==> config.mk <==
export PLATFORM = sky130hd
export DESIGN_NAME = vram_loader
export DESIGN_NICKNAME = d
export VERILOG_FILES = /design/src/rtl/vram_loader_pkg.sv /design/src/rtl/vram_loader_tagpipe.sv /design/src/rtl/vram_loader.sv
export SDC_FILE = /design/constraint.sdc
export NUM_CORES = 1
export LEC_CHECK = 0
export ABC_AREA = 1
export CORE_MARGIN = 1.5
export CORE_UTILIZATION = 30
export CTS_CLUSTER_SIZE = 30
export DETAILED_ROUTE_END_ITERATION = 6
export PLACE_DENSITY_LB_ADDON = 0.05
export RECOVER_POWER = 50
export REMOVE_ABC_BUFFERS = 1
export SKIP_LAST_GASP = 1
export SLEW_MARGIN = 15
export SYNTH_ARGS = -nofsm -noshare
export SYNTH_HDL_FRONTEND = slang
export SYNTH_SLANG_ARGS = --single-unit
export TNS_END_PERCENT = 1
==> constraint.sdc <==
create_clock -name clk -period 2.5 [get_ports clk]
set_clock_uncertainty 0.15 [all_clocks]
set_input_delay 0.75 -clock clk [delete_from_list [all_inputs] [get_ports clk]]
set_output_delay 0.75 -clock clk [all_outputs]
set_load 0.005 [all_outputs]
==> src/rtl/vram_loader_pkg.sv <==
// Shared video definitions: loader FSM states, LCD panel timing for the scan-out
// stage, and the default memory widths so loader and scan-out agree.
package vram_loader_pkg;

    typedef enum logic [1:0] {
        IDLE  = 2'd0,
        ISSUE = 2'd1,
        DRAIN = 2'd2,
        DONE  = 2'd3
    } load_state_t;

    // 480x272 panel timing in pixel clocks / lines
    localparam int LCD_H_ACTIVE = 480;
    localparam int LCD_H_FRONT  = 2;
    localparam int LCD_H_PULSE  = 41;
    localparam int LCD_H_BACK   = 2;
    localparam int LCD_H_TOTAL  = LCD_H_ACTIVE + LCD_H_FRONT + LCD_H_PULSE + LCD_H_BACK;

    localparam int LCD_V_ACTIVE = 272;
    localparam int LCD_V_FRONT  = 2;
    localparam int LCD_V_PULSE  = 10;
    localparam int LCD_V_BACK   = 2;
    localparam int LCD_V_TOTAL  = LCD_V_ACTIVE + LCD_V_FRONT + LCD_V_PULSE + LCD_V_BACK;

    localparam int DEF_ROM_AW  = 12;
    localparam int DEF_VRAM_AW = 11;
    localparam int DEF_DW      = 8;

endpackage

==> src/rtl/vram_loader_tagpipe.sv <==
// Fixed-depth shift register of {valid, index} tags that tracks ROM reads in flight
// so each returning word can be written to the index it was fetched for.
module vram_loader_tagpipe #(
    parameter int DEPTH = 1,
    parameter int IW    = 11
) (
    input  logic          clk,
    input  logic          rst,
    input  logic          in_valid,
    input  logic [IW-1:0] in_idx,
    output logic          out_valid,
    output logic [IW-1:0] out_idx,
    output logic          pending
);

    logic [DEPTH-1:0] valid_q;
    logic [IW-1:0]    idx_q [DEPTH];

    always_ff @(posedge clk or negedge rst) begin
        if (!rst) begin
            valid_q <= '0;
            for (int i = 0; i < DEPTH; i++) begin
                idx_q[i] <= '0;
            end
        end else begin
            valid_q[0] <= in_valid;
            idx_q[0]   <= in_idx;
            for (int i = 1; i < DEPTH; i++) begin
                valid_q[i] <= valid_q[i-1];
                idx_q[i]   <= idx_q[i-1];
            end
        end
    end

    // Tags still travelling behind the output stage; the output stage itself is excluded
    always_comb begin
        pending = 1'b0;
        for (int i = 0; i < DEPTH - 1; i++) begin
            pending = pending | valid_q[i];
        end
    end

    assign out_valid = valid_q[DEPTH-1];
    assign out_idx   = idx_q[DEPTH-1];

endmodule

==> src/rtl/vram_loader.sv <==
// Start/busy/done controlled block copy from the registered image ROM into the
// write port of the dual-port video RAM.
module vram_loader
    import vram_loader_pkg::*;
#(
    parameter int ROM_AW  = DEF_ROM_AW,
    parameter int VRAM_AW = DEF_VRAM_AW,
    parameter int DW      = DEF_DW,
    parameter int ROM_LAT = 1,
    parameter int COUNT   = 2048
) (
    input  logic               clk,
    input  logic               rst,
    input  logic               start,
    input  logic [ROM_AW-1:0]  src_base,
    input  logic               stall,
    output logic               busy,
    output logic               done,
    output logic [ROM_AW-1:0]  rom_ad,
    input  logic [DW-1:0]      rom_data,
    output logic               vram_we,
    output logic [VRAM_AW-1:0] vram_ad,
    output logic [DW-1:0]      vram_data
);

    localparam logic [VRAM_AW-1:0] LAST_IDX = VRAM_AW'(COUNT - 1);

    load_state_t        state;
    logic [ROM_AW-1:0]  base_q;
    logic [VRAM_AW-1:0] rd_idx;
    logic               issue_valid;
    logic [VRAM_AW-1:0] issue_idx;
    logic               pending;
    logic               tag_valid;
    logic [VRAM_AW-1:0] tag_idx;

    // The issue tag is registered alongside rom_ad, so the tag pipe only has to
    // cover the ROM's own latency to line up with rom_data.
    always_ff @(posedge clk or negedge rst) begin
        if (!rst) begin
            state       <= IDLE;
            busy        <= 1'b0;
            done        <= 1'b0;
            rom_ad      <= '0;
            base_q      <= '0;
            rd_idx      <= '0;
            issue_valid <= 1'b0;
            issue_idx   <= '0;
        end else begin
            issue_valid <= 1'b0;
            done        <= 1'b0;
            case (state)
                IDLE: begin
                    if (start) begin
                        base_q <= src_base;
                        rd_idx <= '0;
                        busy   <= 1'b1;
                        state  <= ISSUE;
                    end
                end
                ISSUE: begin
                    if (!stall) begin
                        rom_ad      <= base_q + ROM_AW'(rd_idx);
                        issue_valid <= 1'b1;
                        issue_idx   <= rd_idx;
                        if (rd_idx == LAST_IDX) begin
                            state <= DRAIN;
                        end else begin
                            rd_idx <= rd_idx + VRAM_AW'(1);
                        end
                    end
                end
                DRAIN: begin
                    // Only the final write (if any) remains at the pipe output
                    if (!issue_valid && !pending) begin
                        busy  <= 1'b0;
                        done  <= 1'b1;
                        state <= DONE;
                    end
                end
                DONE: begin
                    state <= IDLE;
                end
                default: begin
                    state <= IDLE;
                end
            endcase
        end
    end

    vram_loader_tagpipe #(
        .DEPTH (ROM_LAT),
        .IW    (VRAM_AW)
    ) u_tagpipe (
        .clk       (clk),
        .rst       (rst),
        .in_valid  (issue_valid),
        .in_idx    (issue_idx),
        .out_valid (tag_valid),
        .out_idx   (tag_idx),
        .pending   (pending)
    );

    assign vram_we   = tag_valid;
    assign vram_ad   = tag_idx;
    assign vram_data = rom_data;

endmodule

==> impl_metrics.py, run 1 <==
metrics = {
    "final_layout": {
        "layout.cells.most_common": "nand2_1",
        "layout_common_cells": "123 x nand2_1, 63 x dfrtp_1, 40 x clkdlybuf4s50_1",
        "drive_above_1_share_pct": 12.1,
        "synthToLayoutAreaGrowth_pct": 21.8,
        "layout.nets": 455,
        "n_antenna_cell": 0,
    },
    "power": {
        "max-vdd-ir-drop_uv": 397,
        "p_per_area_nw_per_um2": 960,
        "total_leakage_power_uw": 0.00193,
    },
    "worst_setup_path": {
        "worst-endpoint-required_ns": 2.57,
        "reg2reg_from": "rd_idx[0]$_DFFE_PN0P_",
        "timing.reg2reg.worst_path_depth": 8,
        "criticalPathCategory": "in -> reg",
        "path_max_fanout": 14,
        "cp-start-kind": "primary input",
        "cpPeakStageDelay_ns": 0.60,
        "r2r-end": "rom_ad[6]$_DFFE_PN0P_",
        "critPathLaunch": "start",
        "cp-end-kind": "flop",
        "cp.arrival_ns": 2.26,
        "cpMaxStageDelayCell": "clkbuf_1",
        "r2r_setup_slack_ns": 0.46,
        "path_cells": "clkdlybuf4s50_1 > nand2_1 > clkbuf_1 > mux2_2",
    },
    "drt": {
        "post_drt_wl_per_cell_um": 13.0,
        "detailedRoute.firstPassIterationCount": 4,
        "drt_drc_violations_left": 0,
        "detail_route.iter0.violations": 88,
        "num_vias": 2462,
        "antenna_violating_nets_left": 0,
        "via_per_inst": 4.43,
        "totalWireLength_um": 7250,
    },
    "timing": {
        "rsz0062_at_grt": "no",
        "drv_slew": 0,
        "hold_slack_ns": 0.230,
        "final-setup-viol-count": 0,
        "post-route-period-util_pct": 87.5,
        "max_clock_freq_mhz": 457,
        "timing_hold_violations_final": 0,
        "max_slew_margin_pct": 26.1,
        "finalSetupTns_ns": 0,
        "final_period_minus_worst_setup_slack_ns": 2.19,
        "worst_slew_pin_slew_ns": 1.11,
    },
    "clock_network": {
        "ctsResizeCount": 0,
        "cts_tree": "yes",
        "tritoncts.num_buffers": 9,
        "post-cts-setup-buffers": 0,
        "cts-htree-levels": 3,
        "clock_insertion_delay_worst_skew_ns": 0.34,
        "clockBufferDepth": 2,
        "ctsRootBufferMaster": "clkbuf_8",
        "clk_transition_reported_paths_ns": 0.07,
        "post_cts_hold_buffer_count": 0,
        "tritoncts_num_sinks": 63,
    },
    "worst_hold_path": {
        "worstHoldPathCells": 0,
        "holdCritStartpoint": "issue_idx[0]$_DFFE_PN0P_",
        "timing.hold.worst.class": "reg -> reg",
        "min_to": "u_tagpipe.out_idx[0]$_DFF_PN0_",
    },
    "yosys": {
        "synth_edf_count": 0,
        "synth_compound_gate_area_share_pct": 5.65,
        "ys_seq_area_share_pct": 48.7,
        "synthesis.yosys.warnings": 0,
        "synthCells": 370,
        "avgSynthCellArea_um2": 8.74,
        "yosys_most_used_dff": "dfrtp_1",
        "synth_simple_gate_area_share_pct": 25.9,
        "synth_xor_xnor_area_share_pct": 1.35,
        "synth_top_family_by_area": "simple AND/OR/NAND/NOR gates",
        "ys_ff_latch": 63,
        "muxShareOfSynthArea_pct": 3.83,
        "synth-adder-area-share_pct": 6.42,
        "yosys.cell_types.count": 31,
        "syn_area_um2": 3240,
        "ys_async_sr_fraction_pct": 100,
    },
    "grt": {
        "global_route.usage.total_pct": 14.3,
        "gr-total-overflow": 0,
        "grt_pass1_vias": 2454,
        "grt_antenna_before_repair": 0,
        "grt_first_pass_wirelength_um": 12400,
        "grt_start_max_net_pins": 25,
    },
    "die": {
        "core_um2": 10400,
        "start_util_pct": 31.1,
        "die_height_um": 107,
        "fp.dieArea_um2": 11400,
        "design.portCount": 58,
        "die_width_um": 107,
        "rows": 37,
    },
    "outcome": {
        "status": "complete, no violations",
    },
    "placement": {
        "dp_hpwl_um": 5390,
        "gp_congestion": 0.769,
        "io_buffers": 41,
    },
    "job": {
        "drv_cap": 0,
    },
}
flip-flops by register name (all words and copies together) (netlist names):
| register | cells |
|---|---|
| u_tagpipe.out_idx | 11 |
| issue_idx | 11 |
| rom_ad | 12 |
| done | 1 |
| u_tagpipe.out_valid | 1 |
| issue_valid | 1 |
| busy | 1 |
| state | 2 |
| base_q | 12 |
| rd_idx | 11 |
layout make-up:
type | instances | area [µm²]
fillers | 1108 | 6470
multi-input cells | 253 | 1400
inverters | 39 | 146
clock buffers | 9 | 124
well taps | 136 | 170
clock inverters | 7 | 72.6
repair buffers | 49 | 455
flip-flops and latches | 63 | 1580
per-stage QoR:
step	util [%]	instances	worst slack, ns	cell area [µm²]	power [µW]
after floorplan	-	355	0.242	3120	2350
after global placement	36.3	540	0.343	3780	2950
after detailed placement	36.3	540	0.336	3780	2960
after CTS	38.2	556	0.369	3980	3880
after global routing	37.8	556	0.185	3940	4130
final	37.8	556	0.313	3940	3790
routing by layer:
metal  GRT usage, %  routed length (µm)  up-vias  share of wire [%]
met5              0                   0        -                  0
met4           5.71                  44        0               0.61
met3           3.95                 303        4                4.2
met2           20.8                3180       55                 44
met1           19.9                3730     1139                 51
li1               -                   -     1264                  -
cells in the mapped netlist (4+ instances only):
| cell | count | area [µm²] |
|---|---|---|
| nand2_1 | 123 | 462 |
| buf_4 | 8 | 60.1 |
| ha_1 | 15 | 188 |
| inv_1 | 38 | 143 |
| nand3b_1 | 4 | 30.0 |
| nand3_1 | 26 | 130 |
| dfrtp_1 | 63 | 1580 |
| nor2_1 | 15 | 56.3 |
| o21ai_0 | 20 | 100 |
| a21oi_1 | 10 | 50.1 |
| nand4_1 | 5 | 31.3 |
| mux2_2 | 11 | 124 |
worst max-delay path by stage:
stage,to,slack [ns],cells past startpoint
2_1_floorplan,rom_ad[2]$_DFFE_PN0P_,0.24,8
3_5_place_dp,rd_idx[1]$_DFFE_PN0P_,0.34,7
6_report,base_q[2]$_DFFE_PN0P_,0.31,4
4_1_cts,rom_ad[10],0.37,1
5_1_grt,base_q[2]$_DFFE_PN0P_,0.18,4
3_3_place_gp,rd_idx[0]$_DFFE_PN0P_,0.34,7
worst max-delay path: cells and delay by family:
family                 cells  cell delay (ns)
buffers and inverters      2             1.02
muxes                      1             0.41
and+or+nand+nor            1             0.07
cell families after synthesis:
logic type      Yosys count
simple gates            187
fa+ha+maj                16
compound gates           34
buf+inv                  54
flops                    63
mux                      11
xor+xnor                  5
where the power goes:
part	internal, µW	total [µW]	switching [µW]
combinational	665	1440	771
sequential	1300	1460	161
clock	461	889	428
Power figures use the tool's default switching activity.
==> run 2, diff against run 1 <==
- CORE_UTILIZATION: 30 -> 33
==> run 2 against run 1 <==
The run now ends with max-capacitance violations, max-slew violations left. Final cell count decreased by 1.3%. Largest power group unchanged. Via count rose by 0.85%. Worst hold slack worse by 0.0029 ns. Largest cell class unchanged. Critical endpoint is now rom_ad[5]$_DFFE_PN0P_. Sequential power barely moved. Core utilization grew 4.2 points.
==> impl_metrics.py, run 2 (synthesis gave the netlist of run 1 again) <==
metrics = {
    "grt": {
        "grt_start_max_net_pins": 64,
        "gr-total-overflow": 0,
        "global_route.usage.total_pct": 15.1,
        "met2_usage_in_global_routing_pct": 21.3,
        "grt_first_pass_wirelength_um": 11700,
        "grtUsageMet1_pct": 21.2,
        "grt_pass1_vias": 2338,
        "globalRouteMet3Util_pct": 4.51,
        "busiest_layer": "met2",
        "grt_antenna_before_repair": 0,
    },
    "drt": {
        "totalWireLength_um": 6990,
        "post_drt_wl_per_cell_um": 12.7,
        "via_per_inst": 4.52,
        "drt_drc_violations_left": 0,
        "antenna_violating_nets_left": 0,
        "detailedRoute.firstPassIterationCount": 4,
        "num_vias": 2483,
        "detail_route.iter0.violations": 88,
    },
    "final_layout": {
        "layout.nets": 455,
        "drive_above_1_share_pct": 12.4,
        "layout_top_registers": "base_q (12), rom_ad (12)",
        "synthToLayoutAreaGrowth_pct": 21.9,
        "n_antenna_cell": 0,
        "layout.cells.most_common": "nand2_1",
        "layout_common_cells": "123 x nand2_1, 63 x dfrtp_1, 39 x clkdlybuf4s50_1",
        "finish.utilization_pct": 42.1,
        "post_route_cell_area_um2": 3950,
    },
    "clock_network": {
        "post_cts_hold_buffer_count": 0,
        "post-cts-setup-buffers": 0,
        "cts_tree": "yes",
        "clk_transition_reported_paths_ns": 0.07,
        "cts-htree-levels": 3,
        "tritoncts_num_sinks": 63,
        "tritoncts.num_buffers": 9,
        "clockBufferDepth": 2,
        "ctsResizeCount": 0,
        "ctsRootBufferMaster": "clkbuf_8",
        "clock_insertion_delay_worst_skew_ns": 0.35,
    },
    "die": {
        "fp.dieArea_um2": 10400,
        "start_util_pct": 34.5,
        "core_um2": 9370,
        "die_height_um": 102,
        "design.portCount": 58,
        "die_width_um": 102,
        "rows": 35,
    },
    "worst_setup_path": {
        "cpLargestDelayFamily": "buffers and inverters",
        "worst-endpoint-required_ns": 2.60,
        "path_cells": "clkdlybuf4s50_1 > nor2_2 > clkbuf_1 > nor2_1 > a31oi_1",
        "cp-start-kind": "primary input",
        "cpMaxStageDelayCell": "clkbuf_1",
        "worstPathBufferInverterCount": 2,
        "cpPeakStageDelay_ns": 0.67,
        "criticalPathCategory": "in -> reg",
        "cp-end-kind": "flop",
        "path_max_fanout": 16,
        "cp.arrival_ns": 2.29,
    },
    "placement": {
        "gp_congestion": 0.819,
        "io_buffers": 41,
        "dp_hpwl_um": 4920,
        "place_worst_setup_slack_ns": 0.288,
        "post_dp_cell_area_um2": 3760,
    },
    "worst_hold_path": {
        "timing.hold.worst.class": "reg -> reg",
    },
    "timing": {
        "drv_slew": 64,
        "max_clock_freq_mhz": 458,
        "timing_hold_violations_final": 0,
        "final_period_minus_worst_setup_slack_ns": 2.18,
        "rsz0062_at_grt": "no",
        "worst_slack_ns": 0.318,
        "final-setup-viol-count": 0,
        "worst_slew_pin_slew_ns": 1.60,
        "post-route-period-util_pct": 87.3,
        "max_slew_margin_pct": -6.80,
        "finalSetupTns_ns": 0,
    },
    "power": {
        "p_per_area_nw_per_um2": 970,
        "total_leakage_power_uw": 0.00194,
        "power.total_uw": 3830,
        "max-vdd-ir-drop_uv": 539,
    },
    "job": {
        "drv_cap": 1,
    },
    "outcome": {
        "violations_in_the_final_reports": "max-capacitance violations, max-slew violations",
        "status": "finished with violations",
    },
}
-- run 2: changes by cell type in the layout (fill, tap and decap cells not counted), sizes merged --
cell and change:
buf +2, clkbuf -2, clkdlybuf4s50 -1, clkinv -1
dlygate4sd3 +1, inv +1
-- run 2: final cells by class --
cell class	instances	area, µm²
fill	998	5430
sequential	63	1580
multi-input combinational	253	1400
timing repair buffer	49	459
tap	129	161
inverter	39	146
clock buffer	9	124
clock inverter	7	80.1
-- run 2: final timing paths --
kind / start / end / slack, ns / cells after the start
max: stall / rom_ad[5]$_DFFE_PN0P_ / 0.32 / 5
min: issue_idx[8]$_DFFE_PN0P_ / u_tagpipe.out_idx[8]$_DFF_PN0_ / 0.23 / 0
max reg2reg: base_q[0]$_DFFE_PN0P_ / rom_ad[6]$_DFFE_PN0P_ / 0.41 / 8
min reg2reg: issue_idx[8]$_DFFE_PN0P_ / u_tagpipe.out_idx[8]$_DFF_PN0_ / 0.23 / 0
max in group asynchronous: rst / base_q[11]$_DFFE_PN0P_ / 0.49 / 2
min in group asynchronous: rst / base_q[1]$_DFFE_PN0P_ / 0.72 / 2
-- run 2: layer usage --
| layer | wire [µm] | share of wire (%) |
|---|---|---|
| met3 | 381 | 5.4 |
| met2 | 2960 | 42 |
| met1 | 3520 | 50 |
| met4 | 130 | 1.9 |
| met5 | 0 | 0 |
-- run 2: metrics by stage --
stage          hold slack (ns)  std cells
3_3_place_gp             0.211        533
5_1_grt                  0.244        549
4_1_cts                  0.229        549
3_5_place_dp             0.213        533
6_report                 0.227        549
2_1_floorplan            0.204        355
-- run 2: report_power, final --
part           internal (µW)  switching [µW]  leakage (µW)
Clock                    470             449     0.0000964
Sequential              1300             167      0.000823
Combinational            671             773       0.00102
Total                   2440            1390       0.00194
-- run 2: worst register-to-register path, stage by stage (launching register included) --
cell     delay (ns)
dfrtp_1        0.40
ha_1           0.26
fa_1           0.46
nand3_1        0.12
nand3_1        0.13
a21oi_1        0.22
or2_2          0.14
nand3_1        0.06
nand2_1        0.09
==> run 3, diff against run 2 <==
- CORE_UTILIZATION: 33 -> 51
- CTS_CLUSTER_SIZE: 30 -> unset
- MAX_ROUTING_LAYER: unset -> met4
==> run 3 against run 2 <==
The run now ends clean. Cell area down 2.0%. Non-clock buffer count did not move. First-iteration DRC count rose by 19%. Via count is 1.5% lower. Final cell count shrank 9.8%. Critical path depth grew 3. Sequential power about the same. Die area shrank 34%. Register-to-register slack lost 0.04 ns. Fmax increased by 2.2%. Critical path type is now reg -> reg.
==> impl_metrics.py, run 3 (synthesis gave the netlist of run 1 again) <==
metrics = {
    "outcome": {
        "status": "complete, no violations",
    },
    "timing": {
        "drv_slew": 0,
        "final-setup-viol-count": 0,
        "timing_hold_violations_final": 0,
        "worst_slack_ns": 0.366,
        "post-route-period-util_pct": 85.4,
        "rsz0062_at_grt": "no",
        "max_slew_margin_pct": 26.1,
        "max_clock_freq_mhz": 469,
        "final_period_minus_worst_setup_slack_ns": 2.13,
        "finalSetupTns_ns": 0,
        "worst_slew_pin_slew_ns": 1.11,
    },
    "final_layout": {
        "layout.nets": 455,
        "n_antenna_cell": 0,
        "finish.cell_count_without_fillers": 495,
        "layout_top_registers": "base_q (12), rom_ad (12)",
        "drive_above_1_share_pct": 12.1,
        "layout.cells.most_common": "nand2_1",
        "synthToLayoutAreaGrowth_pct": 19.5,
        "layout_common_cells": "123 x nand2_1, 63 x dfrtp_1, 40 x clkdlybuf4s50_1",
    },
    "worst_setup_path": {
        "timing.reg2reg.worst_path_depth": 8,
        "path_max_fanout": 8,
        "cp-start-kind": "flop",
        "cp-end-kind": "flop",
        "reg2reg_from": "rd_idx[0]$_DFFE_PN0P_",
        "timing.critical_path.to": "rom_ad[6]$_DFFE_PN0P_",
        "cp.arrival_ns": 2.27,
        "criticalPathCategory": "reg -> reg",
        "critPathLaunch": "rd_idx[0]$_DFFE_PN0P_",
        "r2r_setup_slack_ns": 0.37,
        "r2r-end": "rom_ad[6]$_DFFE_PN0P_",
        "worst-endpoint-required_ns": 2.63,
    },
    "clock_network": {
        "post_cts_hold_buffer_count": 0,
        "clock_insertion_delay_worst_skew_ns": 0.35,
        "cts_tree": "yes",
        "clk_transition_reported_paths_ns": 0.07,
        "tritoncts.num_buffers": 9,
        "cts-htree-levels": 3,
        "ctsResizeCount": 0,
        "ctsRootBufferMaster": "clkbuf_8",
        "tritoncts_num_sinks": 63,
        "post-cts-setup-buffers": 0,
        "clockBufferDepth": 2,
    },
    "drt": {
        "detailedRoute.firstPassIterationCount": 5,
        "detail_route.iter0.violations": 105,
        "totalWireLength_um": 6600,
        "num_vias": 2445,
        "post_drt_wl_per_cell_um": 13.3,
        "antenna_violating_nets_left": 0,
        "via_per_inst": 4.94,
        "drt_drc_violations_left": 0,
    },
    "grt": {
        "grt_first_pass_wirelength_um": 10900,
        "global_route.usage.total_pct": 22.4,
        "gr-total-overflow": 0,
        "grt_antenna_before_repair": 0,
        "grt_pass1_vias": 2267,
        "grt_start_max_net_pins": 26,
    },
    "power": {
        "total_leakage_power_uw": 0.00193,
        "max-vdd-ir-drop_uv": 646,
        "p_per_area_nw_per_um2": 978,
    },
    "die": {
        "die_height_um": 82.7,
        "start_util_pct": 53.7,
        "die_width_um": 82.7,
        "fp.dieArea_um2": 6830,
        "core_um2": 6030,
        "rows": 28,
        "design.portCount": 58,
    },
    "placement": {
        "gp_congestion": 0.850,
        "dp_hpwl_um": 4810,
        "place_worst_setup_slack_ns": 0.218,
        "dp.cells": 479,
        "io_buffers": 41,
    },
    "job": {
        "drv_cap": 0,
    },
    "worst_hold_path": {
        "timing.hold.worst.class": "reg -> reg",
    },
}
run 3: per-layer routing:
metal	share of wire [%]	vias to the layer above	global-route usage (%)	wire (µm)
li1	-	1266	-	-
met5	0	-	-	0
met1	49	1109	29.1	3250
met2	44	58	33.4	2930
met4	2.2	0	11.0	143
met3	4.1	12	4.51	269
run 3: how the worst min path moves through the flow:
stage	from	to	cells past startpoint
after floorplan	issue_idx[0]$_DFFE_PN0P_	u_tagpipe.out_idx[0]$_DFF_PN0_	0
after global routing	issue_idx[9]$_DFFE_PN0P_	u_tagpipe.out_idx[9]$_DFF_PN0_	0
after CTS	rst	rom_ad[2]$_DFFE_PN0P_	1
final	issue_idx[8]$_DFFE_PN0P_	u_tagpipe.out_idx[8]$_DFF_PN0_	0
after global placement	issue_idx[8]$_DFFE_PN0P_	u_tagpipe.out_idx[8]$_DFF_PN0_	0
after detailed placement	issue_idx[7]$_DFFE_PN0P_	u_tagpipe.out_idx[7]$_DFF_PN0_	0
run 3: stage by stage:
stage / instance area [µm²] / hold slack (ns) / util, % / total power, µW
2_1_floorplan: 3120 / 0.204 / - / 2350
3_3_place_gp: 3690 / 0.210 / 61.3 / 2880
3_5_place_dp: 3690 / 0.211 / 61.3 / 2920
4_1_cts: 3890 / 0.221 / 64.5 / 3830
5_1_grt: 3870 / 0.242 / 64.2 / 4070
6_report: 3870 / 0.228 / 64.2 / 3780
run 3: where the power goes:
group / internal [µW] / switching [µW]
registers: 1300 / 171
clock network: 462 / 432
logic: 659 / 757
run 3: area by class of cell:
type / count / area (µm²)
fill: 535 / 2160
sequential: 63 / 1580
multi-input combinational: 253 / 1400
timing repair buffer: 49 / 455
inverter: 39 / 146
clock buffer: 9 / 124
tap: 75 / 93.8
clock inverter: 7 / 72.6
run 3: worst max-delay path: stages, from the launching register on:
cell     delay [ns]
dfrtp_1        0.48
ha_1           0.28
fa_1           0.45
nand3_1        0.11
nand3_1        0.13
a21oi_1        0.21
or2_2          0.14
nand3_1        0.06
nand2_1        0.06
